File: src/rtl/alu_seq_pkg.sv
// Shared types for the ALU operation sequencer: FSM state encodings, opcodes
// and the opcode-to-unit-enable decode.
package alu_seq_pkg;

  localparam int W_DEFAULT = 4;

  typedef enum logic [2:0] {
    IDLE  = 3'd0,
    GOT_A = 3'd1,
    EXEC  = 3'd2,
    DONE  = 3'd3
  } state_t;

  typedef enum logic [1:0] {
    OP_AND = 2'b00,
    OP_OR  = 2'b01,
    OP_XOR = 2'b10,
    OP_ADD = 2'b11
  } opcode_t;

  // Bit order of the returned vector: {add, xor, or, and}
  function automatic logic [3:0] op_onehot(input opcode_t op);
    logic [3:0] oh;
    oh = 4'b0000;
    case (op)
      OP_AND:  oh = 4'b0001;
      OP_OR:   oh = 4'b0010;
      OP_XOR:  oh = 4'b0100;
      OP_ADD:  oh = 4'b1000;
      default: oh = 4'b0000;
    endcase
    return oh;
  endfunction

endpackage

File: src/rtl/btn_conditioner.sv
// Push-button conditioner: 2-flop synchronizer, optional debounce (BTN_DEBOUNCE_EN)
// and a registered rising-edge detector producing a one-cycle step pulse.
module btn_conditioner #(
  parameter int DEBOUNCE_CYCLES = 250000
) (
  input  logic clk,
  input  logic rst,
  input  logic btn,
  output logic step
);

  logic sync_p0;
  logic sync_p1;
  logic level;
  logic prev_p2;

  // Stage 0/1: metastability synchronizer
  always_ff @(posedge clk or posedge rst) begin
    if (rst) begin
      sync_p0 <= 1'b0;
      sync_p1 <= 1'b0;
    end else begin
      sync_p0 <= btn;
      sync_p1 <= sync_p0;
    end
  end

`ifdef BTN_DEBOUNCE_EN
  localparam int DB_N  = (DEBOUNCE_CYCLES < 1) ? 1 : DEBOUNCE_CYCLES;
  localparam int CNT_W = $clog2(DB_N + 1);

  logic [CNT_W-1:0] db_cnt;
  logic             db_level;

  // The level only moves after the synchronized input has disagreed with it
  // for DB_N consecutive cycles; any agreement restarts the count.
  always_ff @(posedge clk or posedge rst) begin
    if (rst) begin
      db_cnt   <= '0;
      db_level <= 1'b0;
    end else if (sync_p1 == db_level) begin
      db_cnt <= '0;
    end else if (db_cnt == CNT_W'(DB_N - 1)) begin
      db_cnt   <= '0;
      db_level <= sync_p1;
    end else begin
      db_cnt <= db_cnt + 1'b1;
    end
  end

  assign level = db_level;
`else
  assign level = sync_p1;
`endif

  // Stage 2: registered rising-edge detect
  always_ff @(posedge clk or posedge rst) begin
    if (rst) begin
      prev_p2 <= 1'b0;
      step    <= 1'b0;
    end else begin
      prev_p2 <= level;
      step    <= level & ~prev_p2;
    end
  end

endmodule

File: src/rtl/alu_op_sequencer.sv
// Steps operand A, operand B/opcode capture and a single-cycle unit execution from
// button presses. Build option: BTN_DEBOUNCE_EN enables button debouncing.
module alu_op_sequencer
  import alu_seq_pkg::*;
#(
  parameter int W               = W_DEFAULT,
  parameter int DEBOUNCE_CYCLES = 250000
) (
  input  logic           clk,
  input  logic           rst,
  input  logic           btn_next,
  input  logic [W-1:0]   sw_data,
  input  logic [1:0]     sw_op,
  input  logic [2*W-1:0] unit_res,
  output logic [W-1:0]   op_a,
  output logic [W-1:0]   op_b,
  output logic           en_and,
  output logic           en_or,
  output logic           en_xor,
  output logic           en_add,
  output logic [2*W-1:0] result,
  output logic           result_valid,
  output logic [2:0]     state_dbg
);

  state_t     state;
  state_t     state_nxt;
  opcode_t    opcode;
  logic       step;
  logic [3:0] en_vec;

  btn_conditioner #(
    .DEBOUNCE_CYCLES(DEBOUNCE_CYCLES)
  ) u_btn (
    .clk  (clk),
    .rst  (rst),
    .btn  (btn_next),
    .step (step)
  );

  always_ff @(posedge clk or posedge rst) begin
    if (rst) state <= IDLE;
    else     state <= state_nxt;
  end

  // EXEC is unconditional and ignores step, so a press landing there is dropped.
  always_comb begin
    state_nxt = state;
    en_vec    = 4'b0000;
    case (state)
      IDLE:    if (step) state_nxt = GOT_A;
      GOT_A:   if (step) state_nxt = EXEC;
      EXEC: begin
        en_vec    = op_onehot(opcode);
        state_nxt = DONE;
      end
      DONE:    if (step) state_nxt = GOT_A;
      default: state_nxt = IDLE;
    endcase
  end

  always_ff @(posedge clk or posedge rst) begin
    if (rst) begin
      op_a         <= '0;
      op_b         <= '0;
      opcode       <= OP_AND;
      result       <= '0;
      result_valid <= 1'b0;
    end else begin
      case (state)
        IDLE: if (step) op_a <= sw_data;
        GOT_A: if (step) begin
          op_b   <= sw_data;
          opcode <= opcode_t'(sw_op);
        end
        EXEC: begin
          result       <= unit_res;
          result_valid <= 1'b1;
        end
        DONE: if (step) begin
          op_a         <= sw_data;
          result_valid <= 1'b0;
        end
        default: ;
      endcase
    end
  end

  assign en_and    = en_vec[0];
  assign en_or     = en_vec[1];
  assign en_xor    = en_vec[2];
  assign en_add    = en_vec[3];
  assign state_dbg = state;

endmodule

File: config.mk
export PLATFORM = sky130hd
export DESIGN_NAME = alu_op_sequencer
export DESIGN_NICKNAME = d
export VERILOG_FILES = /design/src/rtl/alu_seq_pkg.sv /design/src/rtl/btn_conditioner.sv /design/src/rtl/alu_op_sequencer.sv
export SDC_FILE = /design/constraint.sdc
export NUM_CORES = 1
export LEC_CHECK = 0
export BUFFER_PORTS_ARGS = -buffer_cell sky130_fd_sc_hd__buf_2
export CAP_MARGIN = 20
export CORE_AREA = 2 2 54 51
export CTS_CLUSTER_SIZE = 28
export DETAILED_ROUTE_END_ITERATION = 8
export DIE_AREA = 0 0 56 53
export HOLD_SLACK_MARGIN = 0.12
export PLACE_DENSITY = 0.66
export SYNTH_ARGS = -nofsm -noshare
export SYNTH_HDL_FRONTEND = slang
export SYNTH_SLANG_ARGS = --single-unit
File: constraint.sdc
create_clock -name clk -period 3.45 [get_ports clk]
set_input_delay 0.345 -clock clk [delete_from_list [all_inputs] [get_ports clk]]
set_output_delay 0.345 -clock clk [all_outputs]
set_load 0.05 [all_outputs]
* After elaboration in Yosys (flattened, before gate mapping)
Index checks and enable logic that the tools add are counted.
** Operators by class
- Bitwise operators :: 2
- Reduce and logical (&&, ||, !) cells :: 8
- Eq/ne operators :: 9
- Muxes and demuxes :: 7
** Operator list (count)
- $pmux 4 s4 :: 1
- $pmux 3 s3 :: 1
- $reduce_and 2->1 :: 4
- $eq 3x2->1 const B :: 2
- $mux 3 :: 2
- $ne 2x1->1 const B :: 3
- $eq 2x2->1 const B :: 2
- $mux 4 :: 1
- $eq 3x1->1 const B :: 1
- $logic_not 3->1 :: 1
- $eq 2x1->1 const B :: 1
- $logic_not 2->1 :: 1
- $pmux 1 s2 :: 1
- $reduce_bool 2->1 :: 1
- $reduce_or 2->1 :: 1
- $and 1x1->1 :: 1
- $mux 1 :: 1
- $not 1->1 :: 1
** Storage, ports and cells
- Flip-flop bits (word level) :: 26
- Logic and storage cells :: 36
- Input port bits :: 17
- Output and inout bits :: 24

* Logic depth before layout (Yosys ltp)
- Depth in word-level cells :: 4
- Depth in mapped cells :: 5
- Mapped depth without buffers :: 4

* Hierarchy
A second synthesis with hierarchy kept.
** Unflattened totals
- Cell total of the unflattened synthesis :: 68
- Area, all modules :: 992.2 um^2
** By module, submodules not included
- alu_op_sequencer :: area each 874.6 um^2, cells an instance 62, sequential area each 525.5 um^2, instances 1
- btn_conditioner :: area each 117.6 um^2, cells an instance 6, sequential area each 100.1 um^2, instances 1

* Worst setup path before layout
No wires, ideal clock.
- Path type :: flip-flop to output port
- Start point :: reg state[1] (netlist: state_dbg[1])
- End point :: out en_and
- Path buffers :: 1
- Data arrival time :: 2.338 ns
- Required time :: 3.105 ns
- Setup slack :: 0.767 ns
- Cell stages (with the launch flop) :: 4
- Cells stage by stage :: dfrtp_1 ha_1 buf_2 nor3b_1
** Between the ends
- Longest elaborated chain between the ends :: 2
** Ends and longest elaborated chain
- from (decl) :: RTL line alu_op_sequencer.sv:26 : state_t state;
- from (signal assigned) :: RTL line alu_op_sequencer.sv:43 : else state <= state_nxt;
- $eq 3x2->1 :: RTL line alu_op_sequencer.sv:50 : case (state)
- $mux 4 :: RTL line alu_op_sequencer.sv:50
- to (decl) :: RTL line alu_op_sequencer.sv:17 : output logic en_and,
Every way passes these cells.

* Worst setup path after layout
- Start point :: reg state[0] (netlist: state_dbg[0])
- End point :: out en_and
Same word-level chain as after synthesis.

==> results.tsv <==
metric	value	unit
port_buffers	39	
dr.pass1.iters	4	
end_kind	primary output	
synth-main-ff-cell	dfrtp_1	
relSlewSlack	0.398	
fin_crit_sh	0.617	
yosys_register_bits	25	
drtIter0Drc	13	
ctsResizeCount	0	
setup_viol	0	
vias	644	
crit_type	register to primary output	
status	completed	
num_rows	17	
io_pins	41	
initial_core_util	0.412	
drv_cap	0	
grt_max_degree	26	
arrival	1.78	ns
startpoint_type	register	
finalHoldViolCount	0	
ys_warn_count	0	
drc	0	
clk_pin_slew_worst_paths	0.12	ns
syn-num-nets	87	
async_reset_ff_frac	1.00	
first_global_vias	618	
viasPerCell	4.70	
syn_inst	67	
ys_seq_area_frac	0.638	
synth.most_common_cell	dfrtp_1	
die_area	2970	um^2
worst_slew_pin_slew	0.902	ns
place.gp.congestion	0.650	
nets	130	
syn_avg_cell_area	14.6	um^2
synth-edff-count	0	
drive_above_1_share	0.569	
synth_cell_types	15	
tritoncts	done	
antenna_found_initial	0	
hold_class	input port to async pin	
diodes	0	
rsz0062_at_grt	no	
num-fill-cells	224	
ys_top_cells_by_count	dfrtp_1 (25), mux2_2 (18), inv_1 (4)	
areaGrowthSynthToFinish	25.9	%
clk_latency	0.30	ns
wl_per_cell	11.3	um
fmaxAchievable	470	MHz
ys_top_cells_by_area	dfrtp_1 (64%), mux2_2 (21%), ha_1 (3.8%), o22ai_1 (1.9%), and2b_2 (1.8%)	
synth.cell_area	981	um^2
cp.required	3.11	ns
fin_skew	0.00118	ns
synth_top_area_frac	0.638	
die_h	53	um
track_usage	0.117	
cts.sinks	25	
fin_crit	2.13	ns
ctsHtreeMaxLevel	1	
critPathMaxFanout	13	
clock-root-buffer	clkbuf_4	
yosysTopAreaCell	dfrtp_1	
tns	0	ns
postRouteAntennaNets	0	
slew_violations	0	
core_area	2380	um^2
die_w	56	um
clk_path_buf_depth	2	
post_cts_buffers	0	
routed_wl	1.55	mm
grt_pass1_wl	2.69	mm
cts_made_buffers	3	
gr-total-overflow	0	
## repair_timing
item | CTS | global route
endpoints found under the hold margin | 0 | 1
hold buffers | 0 | 1
endpoints found under the setup margin | 0 | 0
## layer usage
metal	vias to the layer above	wire length, um	global-route usage
li1	309	-	-
met5	-	0	0
met4	0	16	0.0476
met3	2	130	0.0171
met2	33	692	0.188
met1	300	712	0.161
## kinds of logic (layout without fill, tap and decap cells)
family	Yosys count	count (layout)	synth area share
and+or+nand+nor	11	11	0.0663
muxes	18	18	0.207
adders and majority gates	3	3	0.0383
AOI/OAI and AO/OA	3	3	0.0191
buffers and inverters	6	48	0.0281
other	1	1	0.00382
DFF	25	25	0.638
## worst max-delay path: stages (launching register included)
cell and delay [ns]:
dfrtp_1 0.42, inv_1 0.08, ha_1 0.45, nor3b_1 0.23, buf_2 0.29
## placed cells by master (no fill, tap or decap)
cell type	instances
clkbuf_4	3
and3_1	1
and2b_2	2
ha_1	3
and3b_1	1
buf_2	39
inv_1	4
dfrtp_1	25
conb_1	1
nand2_1	3
o22ai_1	3
mux2_2	18
nor3b_1	1
clkbuf_1	1
nor2_1	2
nor2b_1	1
dlygate4sd3_1	1
## worst paths after layout
check / startpoint / end / slack [ns] / depth (start not counted)
setup / recovery: state_dbg[0] / en_and / 1.32 / 4
hold / removal: rst / op_b[1] / 0.21 / 2
setup reg to reg: state_dbg[0] / result[0] / 1.99 / 3
hold reg to reg: u_btn.sync_p0 / u_btn.level / 0.37 / 0
max in group asynchronous: rst / result[1] / 2.69 / 2
min in group clk: unit_res[3] / result[3] / 0.27 / 2
## through the flow
| stage | util | area, um^2 | hold WS, ns | setup slack, ns | instances |
|---|---|---|---|---|---|
| 2_1_floorplan | - | 981 | 0.331 | 0.767 | 67 |
| 3_3_place_gp | 0.503 | 1200 | 0.335 | 1.70 | 132 |
| 3_5_place_dp | 0.503 | 1200 | 0.340 | 1.68 | 132 |
| 4_1_cts | 0.514 | 1220 | 0.124 | 1.31 | 136 |
| 5_1_grt | 0.518 | 1230 | 0.235 | 1.10 | 137 |
| 6_report | 0.518 | 1230 | 0.212 | 1.32 | 137 |
## cell type report
class | count | area [um^2] | area share
Sequential cell | 25 | 626 | 0.507
Clock buffer | 4 | 26.3 | 0.0213
Tap cell | 28 | 35.0 | 0.0284
Timing Repair Buffer | 40 | 205 | 0.166
Multi-Input combinational cell | 36 | 328 | 0.265
Inverter | 4 | 15.0 | 0.0122
## sequential cells by signal, summed over array words and instances (netlist names)
name,count
state_dbg,2
u_btn.level,1
opcode,2
u_btn.prev_p2,1
u_btn.sync_p0,1
u_btn.step,1
op_b,4
result,8
result_valid,1
op_a,4
Power is not shown: default switching activity piles up to over one toggle a cycle in this logic, so the estimate is an artifact.
